--- src/rtl/dsi_lanes_arbiter_pkg.sv ---
// Shared types and constants for the DSI lane arbiter and its power sequencer.
package dsi_arbiter_pkg;

  // One encoding covers both FSMs: the power sequencer uses OFF..CLK_UP, DOWN
  // and parks in IDLE once the lanes are up; the arbitration FSM uses IDLE,
  // BURST and GAP.
  typedef enum logic [2:0] {
    ST_OFF,
    ST_LINES_UP,
    ST_CLK_DLY,
    ST_CLK_UP,
    ST_IDLE,
    ST_BURST,
    ST_GAP,
    ST_DOWN
  } arb_state_t;

  localparam logic [1:0] GRANT_NONE = 2'b00;
  localparam logic [1:0] GRANT_CMD  = 2'b01;
  localparam logic [1:0] GRANT_VID  = 2'b10;

  localparam int GAP_CNT_W    = 8;   // GAP_CYCLES is limited to 1..255
  localparam int PWR_CNT_W    = 16;  // ready timeout and clock delay
  localparam int STARVE_CNT_W = 8;   // saturating port-0 streak

  // Port 0 wins unless port 1 is waiting and has been starved long enough.
  function automatic logic [1:0] pick_winner(input logic r0, input logic r1,
                                             input logic starved);
    if (r1 && (!r0 || starved)) return GRANT_VID;
    if (r0) return GRANT_CMD;
    return GRANT_NONE;
  endfunction

endpackage

--- src/rtl/dsi_lanes_arbiter_if.sv ---
// Word interface shared by the two packet sources and the lanes controller.
//
// Handshake: write_rqst is the valid; while it is high the source holds
// write_data/write_strb/last_word stable. The consumer answers with data_rqst,
// a one-cycle pulse that consumes the current word at that rising edge; the
// source may then present the next word (or drop write_rqst after last_word).
interface dsi_lanes_arbiter_if;
  logic [31:0] write_data;
  logic [3:0]  write_strb;
  logic        write_rqst;
  logic        last_word;
  logic        data_rqst;

  modport master (output write_data, write_strb, write_rqst, last_word,
                  input  data_rqst);
  modport slave  (input  write_data, write_strb, write_rqst, last_word,
                  output data_rqst);
endinterface

--- src/rtl/dsi_lanes_arbiter_power_seq.sv ---
// Lane power sequencer: data lanes first, then the clock lane after a fixed
// delay; orderly power-down that waits for the arbiter to finish its packet.
module dsi_lane_power_seq
  import dsi_arbiter_pkg::*;
#(
  parameter int LINES_TO_CLK_DELAY = 10,
  parameter int READY_TIMEOUT      = 1024
) (
  input  logic       clk_sys,
  input  logic       rst_n,
  input  logic       enable,
  input  logic       lines_ready,
  input  logic       clock_ready,
  input  logic       arb_quiet,
  output logic       lines_enable,
  output logic       clock_enable,
  output logic       timeout_error,
  output logic       power_ok,
  output logic       drain_req,
  output arb_state_t pwr_state
);

  localparam logic [PWR_CNT_W-1:0] TMO_LAST = PWR_CNT_W'(READY_TIMEOUT - 1);
  localparam logic [PWR_CNT_W-1:0] DLY_LAST = PWR_CNT_W'(LINES_TO_CLK_DELAY - 1);

  arb_state_t           state;
  logic [PWR_CNT_W-1:0] cnt;

  // Power FSM with registered lane enables and sticky timeout flag.
  always_ff @(posedge clk_sys or negedge rst_n) begin
    if (!rst_n) begin
      state         <= ST_OFF;
      cnt           <= '0;
      lines_enable  <= 1'b0;
      clock_enable  <= 1'b0;
      timeout_error <= 1'b0;
    end else begin
      if (!enable) timeout_error <= 1'b0;
      case (state)
        ST_OFF: begin
          cnt <= '0;
          // A timeout blocks restart until enable has been dropped.
          if (enable && !timeout_error) begin
            state        <= ST_LINES_UP;
            lines_enable <= 1'b1;
          end
        end
        ST_LINES_UP: begin
          if (!enable) begin
            state <= ST_DOWN;
          end else if (lines_ready) begin
            state <= ST_CLK_DLY;
            cnt   <= '0;
          end else if (cnt == TMO_LAST) begin
            timeout_error <= 1'b1;
            lines_enable  <= 1'b0;
            cnt           <= '0;
            state         <= ST_OFF;
          end else begin
            cnt <= cnt + 1'b1;
          end
        end
        ST_CLK_DLY: begin
          if (!enable) begin
            state <= ST_DOWN;
          end else if (cnt == DLY_LAST) begin
            state        <= ST_CLK_UP;
            clock_enable <= 1'b1;
            cnt          <= '0;
          end else begin
            cnt <= cnt + 1'b1;
          end
        end
        ST_CLK_UP: begin
          if (!enable) begin
            state <= ST_DOWN;
          end else if (clock_ready) begin
            state <= ST_IDLE;
            cnt   <= '0;
          end else if (cnt == TMO_LAST) begin
            timeout_error <= 1'b1;
            lines_enable  <= 1'b0;
            clock_enable  <= 1'b0;
            cnt           <= '0;
            state         <= ST_OFF;
          end else begin
            cnt <= cnt + 1'b1;
          end
        end
        ST_IDLE: begin
          if (!enable) state <= ST_DOWN;
        end
        ST_DOWN: begin
          cnt <= '0;
          // Clock lane goes first, and only once no packet is in flight.
          if (clock_enable) begin
            if (arb_quiet) clock_enable <= 1'b0;
          end else if (!clock_ready) begin
            lines_enable <= 1'b0;
            state        <= ST_OFF;
          end
        end
        default: state <= ST_OFF;
      endcase
    end
  end

  assign power_ok  = (state == ST_IDLE) && enable;
  assign drain_req = (state == ST_DOWN);
  assign pwr_state = state;

endmodule

--- src/rtl/dsi_lanes_arbiter.sv ---
// Two-source packet arbiter in front of the DSI lanes controller, with lane
// power sequencing and a programmable inter-packet gap.
module dsi_lanes_arbiter
  import dsi_arbiter_pkg::*;
#(
  parameter int GAP_CYCLES         = 4,
  parameter int LINES_TO_CLK_DELAY = 10,
  parameter int READY_TIMEOUT      = 1024,
  parameter int STARVE_LIMIT       = 8
) (
  input  logic                       clk_sys,
  input  logic                       rst_n,
  input  logic                       enable,
  dsi_lanes_arbiter_if.slave         req0,
  dsi_lanes_arbiter_if.slave         req1,
  dsi_lanes_arbiter_if.master        iface,
  output logic                       lines_enable,
  output logic                       clock_enable,
  input  logic                       lines_ready,
  input  logic                       clock_ready,
  output logic                       busy,
  output logic                       timeout_error,
  output logic [1:0]                 grant,
  output arb_state_t                 dbg_state
);

  localparam logic [GAP_CNT_W-1:0]    GAP_LAST   = GAP_CNT_W'(GAP_CYCLES - 1);
  localparam logic [STARVE_CNT_W-1:0] STARVE_LIM = STARVE_CNT_W'(STARVE_LIMIT);

  arb_state_t              arb_state;
  arb_state_t              pwr_state;
  logic [GAP_CNT_W-1:0]    gap_cnt;
  logic [STARVE_CNT_W-1:0] starve_cnt;
  logic                    power_ok;
  logic                    drain_req;
  logic                    sel_last;
  logic [1:0]              winner;

  dsi_lane_power_seq #(
    .LINES_TO_CLK_DELAY(LINES_TO_CLK_DELAY),
    .READY_TIMEOUT     (READY_TIMEOUT)
  ) u_power_seq (
    .clk_sys      (clk_sys),
    .rst_n        (rst_n),
    .enable       (enable),
    .lines_ready  (lines_ready),
    .clock_ready  (clock_ready),
    .arb_quiet    (grant == GRANT_NONE),
    .lines_enable (lines_enable),
    .clock_enable (clock_enable),
    .timeout_error(timeout_error),
    .power_ok     (power_ok),
    .drain_req    (drain_req),
    .pwr_state    (pwr_state)
  );

  // Arbitration decision for the current IDLE cycle.
  always_comb begin
    winner = pick_winner(req0.write_rqst, req1.write_rqst,
                         starve_cnt >= STARVE_LIM);
  end

  // Arbitration FSM: grant is held for a whole packet, then a gap follows.
  always_ff @(posedge clk_sys or negedge rst_n) begin
    if (!rst_n) begin
      arb_state  <= ST_IDLE;
      grant      <= GRANT_NONE;
      gap_cnt    <= '0;
      starve_cnt <= '0;
    end else begin
      case (arb_state)
        ST_IDLE: begin
          if (power_ok && (winner != GRANT_NONE)) begin
            grant     <= winner;
            arb_state <= ST_BURST;
            if (winner == GRANT_VID)
              starve_cnt <= '0;
            else if (starve_cnt != '1)
              starve_cnt <= starve_cnt + 1'b1;
          end
        end
        ST_BURST: begin
          if (iface.data_rqst && sel_last) begin
            grant     <= GRANT_NONE;
            gap_cnt   <= '0;
            arb_state <= ST_GAP;
          end
        end
        ST_GAP: begin
          // A pending power-down abandons the rest of the gap.
          if (drain_req || gap_cnt == GAP_LAST) arb_state <= ST_IDLE;
          else gap_cnt <= gap_cnt + 1'b1;
        end
        default: arb_state <= ST_IDLE;
      endcase
    end
  end

  // Zero-latency word mux toward the lanes controller.
  always_comb begin
    iface.write_data = '0;
    iface.write_strb = '0;
    iface.write_rqst = 1'b0;
    iface.last_word  = 1'b0;
    sel_last         = 1'b0;
    if (grant == GRANT_CMD) begin
      iface.write_data = req0.write_data;
      iface.write_strb = req0.write_strb;
      iface.write_rqst = req0.write_rqst;
      iface.last_word  = req0.last_word;
      sel_last         = req0.last_word;
    end else if (grant == GRANT_VID) begin
      iface.write_data = req1.write_data;
      iface.write_strb = req1.write_strb;
      iface.write_rqst = req1.write_rqst;
      iface.last_word  = req1.last_word;
      sel_last         = req1.last_word;
    end
  end

  assign req0.data_rqst = iface.data_rqst & grant[0];
  assign req1.data_rqst = iface.data_rqst & grant[1];
  assign busy           = (arb_state == ST_BURST) || (arb_state == ST_GAP);
  assign dbg_state      = (pwr_state == ST_IDLE) ? arb_state : pwr_state;

endmodule
--- src/flat_wrapper.sv ---
// flat-port wrapper written by rule: the top's interface ports become plain ports
module dsi_lanes_arbiter_flat import dsi_arbiter_pkg::*;
#(
  parameter int GAP_CYCLES         = 4,
  parameter int LINES_TO_CLK_DELAY = 10,
  parameter int READY_TIMEOUT      = 1024,
  parameter int STARVE_LIMIT       = 8
)
  (clk_sys, rst_n, enable, lines_enable, clock_enable, lines_ready, clock_ready, busy, timeout_error, grant, dbg_state, req0_write_data, req0_write_strb, req0_write_rqst, req0_last_word, req0_data_rqst, req1_write_data, req1_write_strb, req1_write_rqst, req1_last_word, req1_data_rqst, iface_write_data, iface_write_strb, iface_write_rqst, iface_last_word, iface_data_rqst);
  dsi_lanes_arbiter_if req0_i ();
  dsi_lanes_arbiter_if req1_i ();
  dsi_lanes_arbiter_if iface_i ();
  input  logic clk_sys;
  input  logic rst_n;
  input  logic enable;
  output logic lines_enable;
  output logic clock_enable;
  input  logic lines_ready;
  input  logic clock_ready;
  output logic busy;
  output logic timeout_error;
  output logic [1:0] grant;
  output arb_state_t dbg_state;
  input wire logic [$bits(req0_i.write_data)-1:0] req0_write_data;
  input wire logic [$bits(req0_i.write_strb)-1:0] req0_write_strb;
  input wire logic [$bits(req0_i.write_rqst)-1:0] req0_write_rqst;
  input wire logic [$bits(req0_i.last_word)-1:0] req0_last_word;
  output wire logic [$bits(req0_i.data_rqst)-1:0] req0_data_rqst;
  input wire logic [$bits(req1_i.write_data)-1:0] req1_write_data;
  input wire logic [$bits(req1_i.write_strb)-1:0] req1_write_strb;
  input wire logic [$bits(req1_i.write_rqst)-1:0] req1_write_rqst;
  input wire logic [$bits(req1_i.last_word)-1:0] req1_last_word;
  output wire logic [$bits(req1_i.data_rqst)-1:0] req1_data_rqst;
  output wire logic [$bits(iface_i.write_data)-1:0] iface_write_data;
  output wire logic [$bits(iface_i.write_strb)-1:0] iface_write_strb;
  output wire logic [$bits(iface_i.write_rqst)-1:0] iface_write_rqst;
  output wire logic [$bits(iface_i.last_word)-1:0] iface_last_word;
  input wire logic [$bits(iface_i.data_rqst)-1:0] iface_data_rqst;
  assign req0_i.write_data = req0_write_data;
  assign req0_i.write_strb = req0_write_strb;
  assign req0_i.write_rqst = req0_write_rqst;
  assign req0_i.last_word = req0_last_word;
  assign req0_data_rqst = req0_i.data_rqst;
  assign req1_i.write_data = req1_write_data;
  assign req1_i.write_strb = req1_write_strb;
  assign req1_i.write_rqst = req1_write_rqst;
  assign req1_i.last_word = req1_last_word;
  assign req1_data_rqst = req1_i.data_rqst;
  assign iface_write_data = iface_i.write_data;
  assign iface_write_strb = iface_i.write_strb;
  assign iface_write_rqst = iface_i.write_rqst;
  assign iface_last_word = iface_i.last_word;
  assign iface_i.data_rqst = iface_data_rqst;
  dsi_lanes_arbiter #(.GAP_CYCLES(GAP_CYCLES), .LINES_TO_CLK_DELAY(LINES_TO_CLK_DELAY), .READY_TIMEOUT(READY_TIMEOUT), .STARVE_LIMIT(STARVE_LIMIT)) u_core (.clk_sys(clk_sys), .rst_n(rst_n), .enable(enable), .req0(req0_i), .req1(req1_i), .iface(iface_i), .lines_enable(lines_enable), .clock_enable(clock_enable), .lines_ready(lines_ready), .clock_ready(clock_ready), .busy(busy), .timeout_error(timeout_error), .grant(grant), .dbg_state(dbg_state));
endmodule
--- config.mk ---
export PLATFORM = sky130hd
export DESIGN_NAME = dsi_lanes_arbiter_flat
export DESIGN_NICKNAME = d
export VERILOG_FILES = /design/src/rtl/dsi_lanes_arbiter_pkg.sv /design/src/rtl/dsi_lanes_arbiter_if.sv /design/src/rtl/dsi_lanes_arbiter_power_seq.sv /design/src/rtl/dsi_lanes_arbiter.sv /design/src/flat_wrapper.sv
export SDC_FILE = /design/constraint.sdc
export NUM_CORES = 1
export LEC_CHECK = 0
export CAP_MARGIN = 10
export CELL_PAD_IN_SITES_DETAIL_PLACEMENT = 1
export CELL_PAD_IN_SITES_GLOBAL_PLACEMENT = 1
export CORE_MARGIN = 8
export CORE_UTILIZATION = 32
export CTS_BUF_LIST = sky130_fd_sc_hd__clkbuf_8
export CTS_CLUSTER_SIZE = 8
export DETAILED_ROUTE_END_ITERATION = 16
export GPL_TIMING_DRIVEN = 0
export PLACE_DENSITY = 0.88
export SYNTH_ARGS = -nofsm -noshare
export SYNTH_HDL_FRONTEND = slang
export SYNTH_SLANG_ARGS = --single-unit
--- constraint.sdc ---
create_clock -name clk_sys -period 2.55 [get_ports clk_sys]
set_input_delay 0.255 -clock clk_sys [delete_from_list [all_inputs] [get_ports clk_sys]]
set_output_delay 0.255 -clock clk_sys [all_outputs]
set_load 0.01 [all_outputs]
## Yosys cells after proc, flatten, opt, wreduce, memory -nomap -nowiden

Cells that the tools add are included.

- Bits of input ports: 82
- Output and inout bits: 49
- Register bits: 43

- Eq/ne operators: 31
- Bitwise logic cells: 2
- Add/subtract/negate cells: 3
- Mux-type cells: 72
- $lt $le $gt $ge: 1
- Reduce and logical (&&, ||, !) cells: 28

Operator list:

| cell | count |
|---|---|
| $mux W16 | 7 |
| $mux W32 | 2 |
| $pmux W16 S4 | 1 |
| $mux W3 | 15 |
| $mux W8 | 4 |
| $mux W1 | 28 |
| $ne A2 B2 Y1 const B | 12 |
| $pmux W3 S6 | 1 |
| $add A16 B1 Y16 const B | 1 |
| $add A8 B1 Y8 const B | 2 |
| $eq A16 B10 Y1 const B | 1 |
| $eq A16 B4 Y1 const B | 1 |
| $pmux W8 S2 | 1 |
| $eq A3 B3 Y1 const B | 5 |
| $mux W2 | 6 |
| $reduce_and A3 Y1 | 4 |
| $pmux W3 S3 | 1 |
| $eq A8 B2 Y1 const B | 1 |
| $ge A8 B4 Y1 const B | 1 |
| $mux W4 | 2 |
| $ne A8 B8 Y1 const B | 1 |
| $reduce_and A8 Y1 | 1 |
| $reduce_bool A2 Y1 | 4 |
| $reduce_bool A4 Y1 | 2 |
| other kinds (21) | 33 |

## Depth between registers and ports, before layout

- Depth after elaboration: 11
- Mapped depth: 8
- Depth with buffers taken out: 7

## Modules after synthesis

Synthesis repeated with hierarchy kept, for this count alone.

- Cell total of the unflattened synthesis: 388
- Area, all modules: 3,235.6 um^2

Modules (own cells, without submodules):

| module | area each (um^2) | cells an instance | times used |
|---|---|---|---|
| dsi_lanes_arbiter | 1,684.1 | 200 | 1 |
| dsi_lane_power_seq | 1,551.5 | 188 | 1 |

## Least setup slack after synthesis

OpenSTA, ideal clock, no wires.

- Kind: register -> register
- Start point: register u_core.u_power_seq.cnt[0]
- End point: register u_core.u_power_seq.cnt[12]
- Cell stages (with the launch flop): 7
- Data required time: 2.449 ns
- Setup slack: 0.706 ns
- Arrival time: 1.744 ns
- Path through: dfrtp_1 -> ha_1 -> nand3_1 -> and4bb_2 -> o22a_2 -> or2_1 -> o311ai_2

- Cells in the longest elaborated chain, start to end: 5
- Elaborated cells on any way between the ends: 11
- Classes of those cells: 1 x add/sub; 2 x eq/ne; 8 x mux

Ends and longest elaborated chain:

| element | RTL line | RTL |
|---|---|---|
| start: declaration | dsi_lanes_arbiter_power_seq.sv:27 | `logic [PWR_CNT_W-1:0] cnt;` |
| start signal: assignment | dsi_lanes_arbiter_power_seq.sv:60 | `cnt <= cnt + 1'b1;` |
| start signal: assignment | dsi_lanes_arbiter_power_seq.sv:71 | `cnt <= cnt + 1'b1;` |
| start signal: assignment | dsi_lanes_arbiter_power_seq.sv:87 | `cnt <= cnt + 1'b1;` |
| $add A16 B1 Y16 / $eq A16 B10 Y1 (equally long branches) | -- |  |
| $mux W16 | dsi_lanes_arbiter_power_seq.sv:54, dsi_lanes_arbiter_power_seq.sv:80 |  |
| $mux W16 (on tied branches) | dsi_lanes_arbiter_power_seq.sv:77, dsi_lanes_arbiter_power_seq.sv:51 |  |
| $mux W16 (on tied branches) | dsi_lanes_arbiter_power_seq.sv:75, dsi_lanes_arbiter_power_seq.sv:49 |  |
| $pmux W16 S4 * | dsi_lanes_arbiter_power_seq.sv:39 | `case (state)` |

Every way passes the cells marked *; elsewhere a longest branch is shown, timed or not. The select of a mux whose other input is x is not followed.
A chain may end at the register's enable or synchronous reset.

## Final worst setup path

- Start point: register u_core.grant[1]
- End point: output iface_write_data[26]

- Cells in the longest elaborated chain, start to end: 3
- Elaborated cells on any way between the ends: 4
- Classes of those cells: 2 x eq/ne; 2 x mux

Ends and longest elaborated chain:

| element | RTL line | RTL |
|---|---|---|
| start: declaration | dsi_lanes_arbiter.sv:23 | `output logic [1:0] grant,` |
| start signal: assignment | dsi_lanes_arbiter.sv:74 | `grant <= winner;` |
| $eq A2 B2 Y1 | dsi_lanes_arbiter.sv:112 | `end else if (grant == GRANT_VID) begin` |
| $mux W32 | dsi_lanes_arbiter.sv:112 |  |
| $mux W32 * | dsi_lanes_arbiter.sv:106 | `if (grant == GRANT_CMD) begin` |
| end: declaration | flat_wrapper.sv:34 | `output wire logic [$bits(iface_i.write_data)-1:0] iface_write_data;` |

Every way passes the cells marked *; elsewhere a longest branch is shown, timed or not.

==> results.md <==
* First-pass GRT wire length at about 20000 um
* FP Rows at 36
* Top post-synthesis cells by area: dfrtp_1 33%, a22o_1 12%, o21ai_0 4.4%
* Syn Nets at roughly 450
* Dominant synthesized flop cell: dfrtp_1
* CP Max Fanout at 10
* Final core utilization at 0.4915
* Clk_lat worst skew at 0.29 ns
* CP max stage cell: clkdlybuf4s50_1
* Post-Route WL at 13050 um
* Post-CTS Setup Bufs at 0
* Final Hold Viols at 0
* Ys Warns at 0
* Number of global-route vias before repair at 3589
* H-tree levels at 2
* Worst-path cell chain: nor2b_1, clkbuf_2, buf_2, a22o_1, clkdlybuf4s50_1
* Avg WL per Cell at slightly above 20 um
* Layout cells sized above 1 at 0.08748
* Root Driver: clkbuf_8
* Leakage at about 1.9 nW
* Final period util at 0.9448
* Initial antenna violation count at 2
* Layout area overhead at 50.89%
* Syn avg cell area at 8.689 sq um
* Clock sinks at 42
* Clk buf depth at 2
* TritonCTS buffer count at 5
* Yosys reg bits at 42
* Crit. End Element: output port
* Logic pwr share at 0.668
* Relative slew slack at 0.5840
* Die X at 115.3 um
* Vias at 3520
* Nets at 592
* DIE AREA at 13290 sq um
* IO Count at 131
* Biggest area consumer among synthesized cells: dfrtp_1
* Max VDD drop at 0.4477 mV
* Die Y at 115.3 um
* Worst EP arrival at 2.15 ns
* RSZ-0062 raised after global routing: false
* Final cell count without fillers at 638
* Crit path required time at 2.30 ns
* F_max at between 0.4 and 0.5 GHz
* GPL Wtd Cong at 0.9735
* Final setup violation count at 0
* Initial core utilization at 0.3257
* Commonest non-fill, non-tap cell in the layout: clkdlybuf4s50_1
* Largest net degree at the start of global routing at 30
* Final ANT Viol Nets at 0
* Cell Int Power at between 0.002 and 0.0025 W
* Final Skew at roughly 0.0067 ns
* Fin worst setup slack at approximately 0.14 ns
* Synth unique cells at 65
* All-Layer GR Usage at 0.1889
* EDFF count, synth at 0
* Synth async-reset ratio at 1.000
* Initial DRC count at 129
* Hold Crit Class: in2async
* Clock slew at reported path FFs at 0.09 ns
* Post-placement cell count at 627
* Register area share after synthesis at 0.3332
* Net Sw Frac at 0.4458
* Status: completed
* GR Overflow Total at 0
* Vias per inst at 5.517
* Synth Cell Area at about 3200 sq um
* Pre-CTS WS at 0.03793 ns
* NetSw at 0.001993 W
* Syn Inst Count at 363
* Max Cap Violations at 0
* Synth top area share at 0.3332
* PortBufs at 130
* DRT Pass-1 Iters at 5
* Flop pwr share at 0.230
* Most frequent cells in the layout: 129 x clkdlybuf4s50_1, 45 x a22o_1, 40 x dfrtp_1
* Setup total negative slack at 0 ns
* CP Class: reg2out
* Part of the power in the clock network at 0.103
* Pwr per Cell Area at 939.3 nW/um^2
* Core area at 9684 sq um
* Residual DRC at 0
* Worst-Margin Slew at 0.6189 ns
* Final Critical Period at 2.409 ns
* DP HPWL at 10630 um
* Startpoint Class: register
* CTS tree: built
* Final Max Slew Viols at 0
* Max incr delay on CP at 0.57 ns
[critical path: cells and delay by family, from the launching register on]
family	cells	cell delay (ns)
flip-flops	1	0.47
buffers and inverters	3	1.04
AO/OA/AOI/OAI	1	0.18
AND/OR/NAND/NOR	1	0.16
[cell type report]
| type | instances | area [sq um] |
|---|---|---|
| Antenna cell | 2 | 5.005 |
| Clock buffer | 6 | 82.58 |
| Timing Repair Buffer | 132 | 1326 |
| Tap cell | 133 | 166.4 |
| Buffer | 24 | 110.1 |
| Multi-Input combinational cell | 283 | 1951 |
| Sequential cell | 42 | 1054 |
| Inverter | 14 | 52.55 |
| Fill cell | 1159 | 4925 |
| Clock inverter | 2 | 12.51 |
[timing repair]
action / 4_1_cts / 5_1_grt
hold buffers: 1 / 0
gates resized for setup: 8 / 3
hold endpoints to repair: 13 / 0
setup endpoints to repair: 30 / 30
[path summary, 6_finish.rpt]
kind	from	end	slack [ns]	cells after the start
hold / removal	rst_n	u_core.u_power_seq.pwr_state[2]	0.40	2
setup reg to reg	u_core.u_power_seq.cnt[0]	u_core.u_power_seq.clock_enable	0.35	6
setup / recovery	u_core.grant[1]	iface_write_data[26]	0.14	5
min in group clk_sys	u_core.u_power_seq.lines_enable	u_core.u_power_seq.lines_enable	0.52	1
hold reg to reg	u_core.u_power_seq.lines_enable	u_core.u_power_seq.lines_enable	0.52	1
max in group asynchronous	rst_n	u_core.u_power_seq.cnt[2]	1.67	3
[synthesized netlist by cell type (2+ instances only)]
| cell | number |
|---|---|
| nor3_1 | 6 |
| dfrtp_1 | 42 |
| and4bb_2 | 2 |
| nor3b_1 | 2 |
| nand2_1 | 29 |
| mux2_2 | 2 |
| ha_1 | 8 |
| nor4_1 | 9 |
| a211oi_1 | 3 |
| and4_1 | 3 |
| o21a_1 | 3 |
| and2_1 | 5 |
| a211o_1 | 2 |
| xnor2_1 | 6 |
| nand2b_1 | 2 |
| or3_1 | 2 |
| o21ai_0 | 28 |
| a21boi_0 | 2 |
| o221ai_1 | 2 |
| inv_1 | 14 |
| and3_1 | 6 |
| nand3_1 | 17 |
| nor4_2 | 2 |
| clkbuf_1 | 13 |
| nand3b_1 | 4 |
| buf_1 | 5 |
| mux2i_1 | 3 |
| nor2_1 | 23 |
| o31ai_1 | 9 |
| o211ai_1 | 4 |
| o22ai_1 | 4 |
| a22o_1 | 45 |
| nor4bb_1 | 2 |
| nor2b_1 | 8 |
| nand4_1 | 3 |
| a21oi_1 | 9 |
| a31oi_1 | 2 |
| buf_2 | 5 |
[cells by family after synthesis]
logic type | Yosys count | share of synthesized area
xor gates and xnor gates | 7 | 0.01944
adders and majority gates | 8 | 0.03173
buffers and inverters | 38 | 0.04839
AOI/OAI and AO/OA | 127 | 0.3027
muxes | 6 | 0.02023
DFF | 42 | 0.3332
and+or+nand+nor | 135 | 0.2443
[metal layers]
metal | part of all wire | global-route usage
met5 | 0 | 0
met4 | 0.021 | 0.06217
met3 | 0.080 | 0.05095
met2 | 0.49 | 0.3297
met1 | 0.41 | 0.2186
[registers in the layout, indices dropped and copies added (netlist names)]
signal,count
u_core.u_power_seq.cnt,16
u_core.grant,2
u_core.u_power_seq.lines_enable,1
u_core.arb_state,2
u_core.u_power_seq.timeout_error,1
u_core.u_power_seq.pwr_state,3
u_core.gap_cnt,8
u_core.starve_cnt,8
u_core.u_power_seq.clock_enable,1
[stage by stage]
step	hold WS (ns)	total power, W	cell area (sq um)
after detailed placement	0.1841	0.003997	4637
after floorplan	-0.04059	0.002647	3154
after global placement	0.4995	0.003871	4622
final	0.3976	0.004471	4760
after global routing	0.4323	0.004801	4760
after CTS	0.3952	0.004500	4752
[power by group through the flow]
stage,Clock (W),Combinational (W),Sequential [W]
after global placement,0,0.00285,0.00102
after floorplan,0,0.00167,0.000980
final,0.000459,0.00298,0.00103
after CTS,0.000475,0.00300,0.00102
after detailed placement,0,0.00296,0.00103
after global routing,0.000502,0.00324,0.00106
(Power assumes the default switching activity.)
